===== config.mk =====
export PLATFORM = sky130hd
export DESIGN_NAME = freq_scan_controller_flat
export DESIGN_NICKNAME = d
export VERILOG_FILES = /design/src/rtl/freq_scan_controller_if.sv /design/src/rtl/freq_scan_controller.sv /design/src/flat_wrapper.sv
export SDC_FILE = /design/constraint.sdc
export NUM_CORES = 1
export LEC_CHECK = 0
export CORE_MARGIN = 4
export CORE_UTILIZATION = 35
export DETAILED_ROUTE_END_ITERATION = 6
export GPL_TIMING_DRIVEN = 0
export MAX_ROUTING_LAYER = met4
export SLEW_MARGIN = 20
export SYNTH_ARGS = -nofsm -noshare
export SYNTH_HDL_FRONTEND = slang
export SYNTH_SLANG_ARGS = --single-unit

===== constraint.sdc =====
create_clock -name aclk -period 3.98 [get_ports aclk]
set_input_delay 0.995 -clock aclk [delete_from_list [all_inputs] [get_ports aclk]]
set_output_delay 0.995 -clock aclk [all_outputs]
set_load 0.02 [all_outputs]

===== src/rtl/freq_scan_controller_if.sv =====
// AXI4-Lite link between the scan controller (master) and the frequency meter bank (slave).
`timescale 1ns/1ps
interface freq_scan_controller_if;
  logic [15:0] awaddr;
  logic        awvalid;
  logic        awready;
  logic [31:0] wdata;
  logic [3:0]  wstrb;
  logic        wvalid;
  logic        wready;
  logic [1:0]  bresp;
  logic        bvalid;
  logic        bready;
  logic [15:0] araddr;
  logic        arvalid;
  logic        arready;
  logic [31:0] rdata;
  logic [1:0]  rresp;
  logic        rvalid;
  logic        rready;

  modport master (
    output awaddr, awvalid, wdata, wstrb, wvalid, bready, araddr, arvalid, rready,
    input  awready, wready, bresp, bvalid, arready, rdata, rresp, rvalid
  );

  modport slave (
    input  awaddr, awvalid, wdata, wstrb, wvalid, bready, araddr, arvalid, rready,
    output awready, wready, bresp, bvalid, arready, rdata, rresp, rvalid
  );
endinterface


===== src/rtl/freq_scan_controller.sv =====
// Walks a bank of frequency meters over AXI4-Lite: program gate select, flush the stale
// result, wait for a second fresh result, then present it on the res_* outputs.
`timescale 1ns/1ps
module freq_scan_controller #(
  parameter int unsigned NUM_CH         = 4,
  parameter logic [15:0] BASE_ADDR      = 16'h0000,
  parameter int unsigned POLL_GAP       = 16,
  parameter int unsigned TIMEOUT_CYCLES = 2**24,
  localparam int unsigned CH_W          = $clog2(NUM_CH)
) (
  input  logic            aclk,
  input  logic            aresetn,
  input  logic            start,
  input  logic            continuous,
  input  logic [2:0]      gate_sel,
  output logic            busy,
  output logic            done,
  output logic            res_valid,
  output logic [CH_W-1:0] res_ch,
  output logic [15:0]     res_cnt,
  output logic            res_ovf,
  output logic            res_err,
  freq_scan_controller_if.master m
);

  localparam logic [31:0]     TmoLimit = 32'(TIMEOUT_CYCLES - 1);
  localparam logic [31:0]     GapLast  = 32'(POLL_GAP - 1);
  localparam logic [CH_W-1:0] ChLast   = CH_W'(NUM_CH - 1);

  typedef enum logic [3:0] {
    StIdle, StSelW, StSelB, StClrAr, StClrR, StGap, StPollAr, StPollR, StEmit
  } state_e;

  state_e          state_q, state_d;
  logic [CH_W-1:0] ch_q, ch_d;
  logic [2:0]      gsel_q, gsel_d;
  logic            aw_done_q, aw_done_d;
  logic            w_done_q, w_done_d;
  logic            fresh_q, fresh_d;
  logic            err_q, err_d;
  logic [31:0]     tmo_q, tmo_d;
  logic [31:0]     gap_q, gap_d;
  logic [CH_W-1:0] res_ch_q, res_ch_d;
  logic [15:0]     res_cnt_q, res_cnt_d;
  logic            res_ovf_q, res_ovf_d;
  logic            res_err_q, res_err_d;
  logic            done_q, done_d;
  logic [15:0]     ch_base;
  logic            unused_rdata;

  assign ch_base = BASE_ADDR + 16'({ch_q, 12'h000});

  // Address/data are forced to zero outside their valid phase so idle outputs read as 0.
  assign m.awvalid = (state_q == StSelW) && !aw_done_q;
  assign m.awaddr  = m.awvalid ? ch_base + 16'h0004 : 16'h0000;
  assign m.wvalid  = (state_q == StSelW) && !w_done_q;
  assign m.wdata   = m.wvalid ? {29'b0, gsel_q} : 32'h0;
  assign m.wstrb   = m.wvalid ? 4'hF : 4'h0;
  assign m.bready  = (state_q == StSelB);
  assign m.arvalid = (state_q == StClrAr) || (state_q == StPollAr);
  assign m.araddr  = m.arvalid ? ch_base + 16'h0008 : 16'h0000;
  assign m.rready  = (state_q == StClrR) || (state_q == StPollR);

  assign busy      = (state_q != StIdle);
  assign done      = done_q;
  assign res_valid = (state_q == StEmit);
  assign res_ch    = res_ch_q;
  assign res_cnt   = res_cnt_q;
  assign res_ovf   = res_ovf_q;
  assign res_err   = res_err_q;

  assign unused_rdata = ^m.rdata[31:18];

  always_comb begin
    state_d   = state_q;
    ch_d      = ch_q;
    gsel_d    = gsel_q;
    aw_done_d = aw_done_q;
    w_done_d  = w_done_q;
    fresh_d   = fresh_q;
    err_d     = err_q;
    gap_d     = gap_q;
    res_ch_d  = res_ch_q;
    res_cnt_d = res_cnt_q;
    res_ovf_d = res_ovf_q;
    res_err_d = res_err_q;
    done_d    = 1'b0;
    tmo_d     = (tmo_q == '1) ? tmo_q : tmo_q + 32'd1;

    case (state_q)
      StIdle: begin
        if (start) begin
          state_d = StSelW;
          ch_d    = '0;
          gsel_d  = gate_sel;
          err_d   = 1'b0;
          fresh_d = 1'b0;
        end
      end
      StSelW: begin
        if (m.awvalid && m.awready) aw_done_d = 1'b1;
        if (m.wvalid && m.wready)   w_done_d  = 1'b1;
        if (aw_done_d && w_done_d) begin
          aw_done_d = 1'b0;
          w_done_d  = 1'b0;
          state_d   = StSelB;
        end
      end
      StSelB: begin
        if (m.bvalid) begin
          if (m.bresp != 2'b00) err_d = 1'b1;
          tmo_d   = '0;
          state_d = StClrAr;
        end
      end
      StClrAr: begin
        if (m.arready) state_d = StClrR;
      end
      StClrR: begin
        if (m.rvalid) begin
          if (m.rresp != 2'b00) err_d = 1'b1;
          gap_d   = '0;
          state_d = StGap;
        end
      end
      StGap: begin
        gap_d = gap_q + 32'd1;
        // Only here is the bus idle, so abandoning the channel leaves nothing outstanding.
        if (tmo_q >= TmoLimit) begin
          res_ch_d  = ch_q;
          res_cnt_d = 16'h0000;
          res_ovf_d = 1'b0;
          res_err_d = 1'b1;
          state_d   = StEmit;
        end else if (gap_q >= GapLast) begin
          state_d = StPollAr;
        end
      end
      StPollAr: begin
        if (m.arready) state_d = StPollR;
      end
      StPollR: begin
        if (m.rvalid) begin
          if (m.rresp != 2'b00) err_d = 1'b1;
          gap_d = '0;
          if (!m.rdata[17]) begin
            state_d = StGap;
          end else if (!fresh_q) begin
            // First fresh window may have started under the old gate select.
            fresh_d = 1'b1;
            state_d = StGap;
          end else begin
            res_ch_d  = ch_q;
            res_cnt_d = m.rdata[15:0];
            res_ovf_d = m.rdata[16];
            res_err_d = err_q || (m.rresp != 2'b00);
            state_d   = StEmit;
          end
        end
      end
      StEmit: begin
        err_d   = 1'b0;
        fresh_d = 1'b0;
        if (ch_q != ChLast) begin
          ch_d    = ch_q + CH_W'(1);
          state_d = StSelW;
        end else if (continuous) begin
          ch_d    = '0;
          state_d = StSelW;
        end else begin
          done_d  = 1'b1;
          state_d = StIdle;
        end
      end
      default: state_d = StIdle;
    endcase
  end

  always_ff @(posedge aclk or negedge aresetn) begin
    if (!aresetn) begin
      state_q   <= StIdle;
      ch_q      <= '0;
      gsel_q    <= '0;
      aw_done_q <= 1'b0;
      w_done_q  <= 1'b0;
      fresh_q   <= 1'b0;
      err_q     <= 1'b0;
      tmo_q     <= '0;
      gap_q     <= '0;
      res_ch_q  <= '0;
      res_cnt_q <= '0;
      res_ovf_q <= 1'b0;
      res_err_q <= 1'b0;
      done_q    <= 1'b0;
    end else begin
      state_q   <= state_d;
      ch_q      <= ch_d;
      gsel_q    <= gsel_d;
      aw_done_q <= aw_done_d;
      w_done_q  <= w_done_d;
      fresh_q   <= fresh_d;
      err_q     <= err_d;
      tmo_q     <= tmo_d;
      gap_q     <= gap_d;
      res_ch_q  <= res_ch_d;
      res_cnt_q <= res_cnt_d;
      res_ovf_q <= res_ovf_d;
      res_err_q <= res_err_d;
      done_q    <= done_d;
    end
  end

endmodule


===== src/flat_wrapper.sv =====
// flat-port wrapper written by rule: the top's interface ports become plain ports
module freq_scan_controller_flat 
#(
  parameter int unsigned NUM_CH         = 4,
  parameter logic [15:0] BASE_ADDR      = 16'h0000,
  parameter int unsigned POLL_GAP       = 16,
  parameter int unsigned TIMEOUT_CYCLES = 2**24,
  localparam int unsigned CH_W          = $clog2(NUM_CH)
)
  (aclk, aresetn, start, continuous, gate_sel, busy, done, res_valid, res_ch, res_cnt, res_ovf, res_err, m_awaddr, m_awvalid, m_wdata, m_wstrb, m_wvalid, m_bready, m_araddr, m_arvalid, m_rready, m_awready, m_wready, m_bresp, m_bvalid, m_arready, m_rdata, m_rresp, m_rvalid);
  freq_scan_controller_if m_i ();
  input  logic aclk;
  input  logic aresetn;
  input  logic start;
  input  logic continuous;
  input  logic [2:0] gate_sel;
  output logic busy;
  output logic done;
  output logic res_valid;
  output logic [CH_W-1:0] res_ch;
  output logic [15:0] res_cnt;
  output logic res_ovf;
  output logic res_err;
  output wire logic [$bits(m_i.awaddr)-1:0] m_awaddr;
  output wire logic [$bits(m_i.awvalid)-1:0] m_awvalid;
  output wire logic [$bits(m_i.wdata)-1:0] m_wdata;
  output wire logic [$bits(m_i.wstrb)-1:0] m_wstrb;
  output wire logic [$bits(m_i.wvalid)-1:0] m_wvalid;
  output wire logic [$bits(m_i.bready)-1:0] m_bready;
  output wire logic [$bits(m_i.araddr)-1:0] m_araddr;
  output wire logic [$bits(m_i.arvalid)-1:0] m_arvalid;
  output wire logic [$bits(m_i.rready)-1:0] m_rready;
  input wire logic [$bits(m_i.awready)-1:0] m_awready;
  input wire logic [$bits(m_i.wready)-1:0] m_wready;
  input wire logic [$bits(m_i.bresp)-1:0] m_bresp;
  input wire logic [$bits(m_i.bvalid)-1:0] m_bvalid;
  input wire logic [$bits(m_i.arready)-1:0] m_arready;
  input wire logic [$bits(m_i.rdata)-1:0] m_rdata;
  input wire logic [$bits(m_i.rresp)-1:0] m_rresp;
  input wire logic [$bits(m_i.rvalid)-1:0] m_rvalid;
  assign m_awaddr = m_i.awaddr;
  assign m_awvalid = m_i.awvalid;
  assign m_wdata = m_i.wdata;
  assign m_wstrb = m_i.wstrb;
  assign m_wvalid = m_i.wvalid;
  assign m_bready = m_i.bready;
  assign m_araddr = m_i.araddr;
  assign m_arvalid = m_i.arvalid;
  assign m_rready = m_i.rready;
  assign m_i.awready = m_awready;
  assign m_i.wready = m_wready;
  assign m_i.bresp = m_bresp;
  assign m_i.bvalid = m_bvalid;
  assign m_i.arready = m_arready;
  assign m_i.rdata = m_rdata;
  assign m_i.rresp = m_rresp;
  assign m_i.rvalid = m_rvalid;
  freq_scan_controller #(.NUM_CH(NUM_CH), .BASE_ADDR(BASE_ADDR), .POLL_GAP(POLL_GAP), .TIMEOUT_CYCLES(TIMEOUT_CYCLES)) u_core (.aclk(aclk), .aresetn(aresetn), .start(start), .continuous(continuous), .gate_sel(gate_sel), .busy(busy), .done(done), .res_valid(res_valid), .res_ch(res_ch), .res_cnt(res_cnt), .res_ovf(res_ovf), .res_err(res_err), .m(m_i));
endmodule

==> impl_metrics.csv <==
group,metric,value,unit
run_status,status,"finished clean",
critical_path,r2r-start,"u_core.state_q[1]",
die,chipWidth,137,um
critical_path,rr_worst_depth,5,
die,io_pins,144,
drt,viasPerCell,4.80,
critical_path,path_max_fanout,8,
sta,fmax,0.265,GHz
logic_synthesis,synthArstFlopShare,100,%
sta,period_needed,3.77,ns
layout,area_delta_synth_final,26.1,%
grt,grt_pass1_vias,4624,
die,dieArea,18900,um^2
critical_path,crit_type,"reg2out",
place,place_inst,972,
critical_path,start_kind,"flip-flop",
layout,final_common_cell,"dfrtp_1",
logic_synthesis,synth_edf_count,0,
drt,vias,4745,
die,rows,47,
cts,cts_tree,"built",
cts,cts_buffers,9,
power_and_ir_drop,leakage,3.30,nW
sta,fin_crit_sh,94.7,%
grt,use_met1,19.6,%
power_and_ir_drop,irDropWorstVdd,0.315,mV
cts,cts_root_buffer,"clkbuf_16",
logic_synthesis,syn-cell-area,5850,um^2
critical_path,endpoint_kind,"primary output",
cts,path_clk_slew,0.07,ns
cts,htreeDepth,3,
grt,gr-usage-met2,25.0,%
drt,ant_nets,0,
sta,rsz0062_at_grt,"no",
layout,layout_common_cells,"98 x dfrtp_1, 73 x clkdlybuf4s50_1, 62 x buf_4, 56 x nor2_1, 55 x conb_1",
grt,grt.total_usage,15.5,%
hold_path,hold_path_class,"reg2reg",
run,maxCapViolCount,0,
critical_path,required,2.98,ns
logic_synthesis,avgSynthCellArea,9.39,um^2
place,portBuffers,74,
power_and_ir_drop,internal-power,0.00260,W
cts,cts_buffer_depth,2,
grt,grt.busiest_layer,"met2",
place,finalWeightedCongestion,0.840,
hold_path,holdPathStages,1,
logic_synthesis,ys.flop_type,"dfrtp_1",
layout,final_nets,814,
power_and_ir_drop,switchingPower,0.00167,W
drt,drc,0,
drt,routedWlPerCell,14.3,um
critical_path,reg2reg_slack,1.45,ns
critical_path,crit_path_max_incr_delay,0.63,ns
layout,drive_gt1_share,14.7,%
critical_path,reg2reg_to,"u_core.tmo_q[8]",
layout,n_antenna_cell,0,
logic_synthesis,synth_seq_cells,98,
power_and_ir_drop,seq_power_share,38.4,%
drt,dr.pass1.iters,5,
grt,grt_first_pass_wirelength,23000,um
power_and_ir_drop,p_total,0.00427,W
cts,clkSinkCount,98,
logic_synthesis,ys_warn_count,0,
cts,clk_latency,0.35,ns
critical_path,worstPathArrival,2.77,ns
logic_synthesis,synthCells,623,
drt,drt_iter0_markers,205,
power_and_ir_drop,clock_power_share,20.2,%
die,dieHeight,137,um
sta,skew,0.00638,ns
layout,finalNonFillerCells,988,
sta,worst_pin_slew,0.975,ns
die,core-area,16500,um^2
cts,cts_hold_buf,0,
power_and_ir_drop,p_sw_share,39.2,%
critical_path,crit_slowest_cell,"nor4b_2",
sta,setup_viol,0,
layout,final_cell_area,7380,um^2
cts,cts_setup_buffers,0,
critical_path,cp_cell_sequence,"clkbuf_1 -> nor4b_2 -> nor2b_2 -> and2_1 -> clkdlybuf4s50_1",
die,start_util,35.5,%
drt,wl,14100,um
place,dpl-instance-area,7100,um^2
sta,hold_ws,0.500,ns
power_and_ir_drop,power_density,578,nW/um^2
sta,slew_headroom,34.1,%
grt,overflow,0,
hold_path,min_from,"u_core.gsel_q[0]",
grt,grt_max_degree,62,
place,dp_hpwl,10600,um
power_and_ir_drop,p_comb_share,41.4,%
logic_synthesis,ys_seq_area_share,41.9,%
grt,antenna_found_initial,0,
logic_synthesis,ys_types,69,
sta,drv_slew,0,
sta,finalHoldViolCount,0,
hold_path,hold_end,"u_core.gsel_q[0]",
grt,met3_usage,3.36,%
power groups by stage:
stage          Combinational, W  Clock (W)  Sequential (W)
6_report                0.00177   0.000863         0.00164
5_1_grt                 0.00196   0.000925         0.00169
4_1_cts                 0.00178   0.000890         0.00163
3_5_place_dp            0.00177          0         0.00165
3_3_place_gp            0.00174          0         0.00163
2_1_floorplan           0.00118          0         0.00163
stage by stage:
step | setup slack, ns | setup TNS (ns) | utilization (%)
finish | 0.210 | 0 | 44.8
global route | 0.0280 | 0 | 44.8
CTS | 0.0364 | 0 | 44.8
detailed placement | 0.428 | 0 | 43.1
global placement | -1.93 | -188.07 | 42.9
floorplan | 1.06 | 0 | -
cells by family after synthesis:
family                     count (synthesis)  share of synthesized area, %
adders and majority gates                  3                         0.642
and+or+nand+nor                          258                          24.3
AOI/OAI and AO/OA                         79                          10.2
xor gates and xnor gates                  44                          6.59
muxes                                     24                          4.23
buffers and inverters                    116                          12.0
other                                      1                        0.0641
DFF                                       98                          41.9
critical path: cells and delay by family (launching register included):
family / cells / cell delay (ns)
simple gates: 3 / 1.24
flops: 1 / 0.36
buf+inv: 2 / 0.81
cell usage after synthesis, drive strengths merged (2+ instances only):
| cell type | number | share of area, % |
|---|---|---|
| a21o | 2 | 0.26 |
| o211ai | 4 | 0.51 |
| nand2 | 51 | 3.3 |
| nor2b | 5 | 0.53 |
| dfrtp | 98 | 42 |
| nand2b | 2 | 0.21 |
| or3 | 8 | 0.86 |
| xor2 | 20 | 3.0 |
| a22o | 5 | 0.75 |
| a31oi | 3 | 0.43 |
| and4 | 6 | 0.90 |
| a211oi | 7 | 0.90 |
| nor4 | 18 | 2.7 |
| a2111oi | 5 | 1.1 |
| or2 | 2 | 0.21 |
| clkbuf | 20 | 1.3 |
| or4 | 10 | 1.3 |
| nand4 | 26 | 3.1 |
| mux2i | 18 | 3.1 |
| xnor2 | 24 | 3.6 |
| o21ai | 10 | 0.98 |
| and2 | 11 | 1.2 |
| mux2 | 6 | 1.2 |
| nor2 | 58 | 3.9 |
| ha | 3 | 0.64 |
| o21a | 3 | 0.38 |
| o31ai | 6 | 0.77 |
| and3 | 15 | 1.6 |
| nor4b | 3 | 0.56 |
| nand3 | 29 | 2.5 |
| inv | 27 | 1.7 |
| a21oi | 24 | 2.6 |
| buf | 69 | 9.0 |
| nor3 | 10 | 0.86 |
state kept, by name (all words and copies together) (netlist names):
register,cells
u_core.w_done_q,1
u_core.gap_q,32
u_core.res_ovf,1
u_core.done,1
u_core.tmo_q,32
u_core.res_ch,2
u_core.err_q,1
u_core.state_q,4
u_core.fresh_q,1
u_core.ch_q,2
u_core.res_cnt,16
u_core.res_err,1
u_core.aw_done_q,1
u_core.gsel_q,3
metal layers:
layer | share of wire [%] | vias to the layer above
li1 | - | 2359
met5 | 0 | -
met2 | 51 | 84
met1 | 45 | 2284
met4 | 1.5 | 0
met3 | 2.7 | 18
layout make-up:
cell class / instances / area, um^2
Timing Repair Buffer: 75 / 769
Tap cell: 220 / 275
Clock buffer: 13 / 240
Fill cell: 1669 / 9080
Clock inverter: 3 / 40.0
Multi-Input combinational cell: 463 / 2900
Sequential cell: 98 / 2450
Buffer: 89 / 602
Inverter: 27 / 101
worst max path at each step:
| stage | startpoint | end | slack [ns] | depth (start not counted) |
|---|---|---|---|---|
| 6_report | u_core.state_q[1] | m_wdata[1] | 0.21 | 5 |
| 5_1_grt | u_core.state_q[1] | m_wdata[2] | 0.03 | 5 |
| 4_1_cts | u_core.state_q[1] | m_wdata[1] | 0.04 | 5 |
| 3_5_place_dp | u_core.state_q[1] | m_wdata[1] | 0.43 | 5 |
| 3_3_place_gp | aresetn | u_core.gsel_q[2] | -1.93 | 1 |
| 2_1_floorplan | u_core.state_q[1] | m_wdata[0] | 1.06 | 4 |
what timing repair did:
item | CTS | global route
gates resized for setup | 0 | 1
hold endpoints to repair | 0 | 0
endpoints found under the setup margin | 0 | 8
No activity file was read; power rests on OpenSTA's default activity.
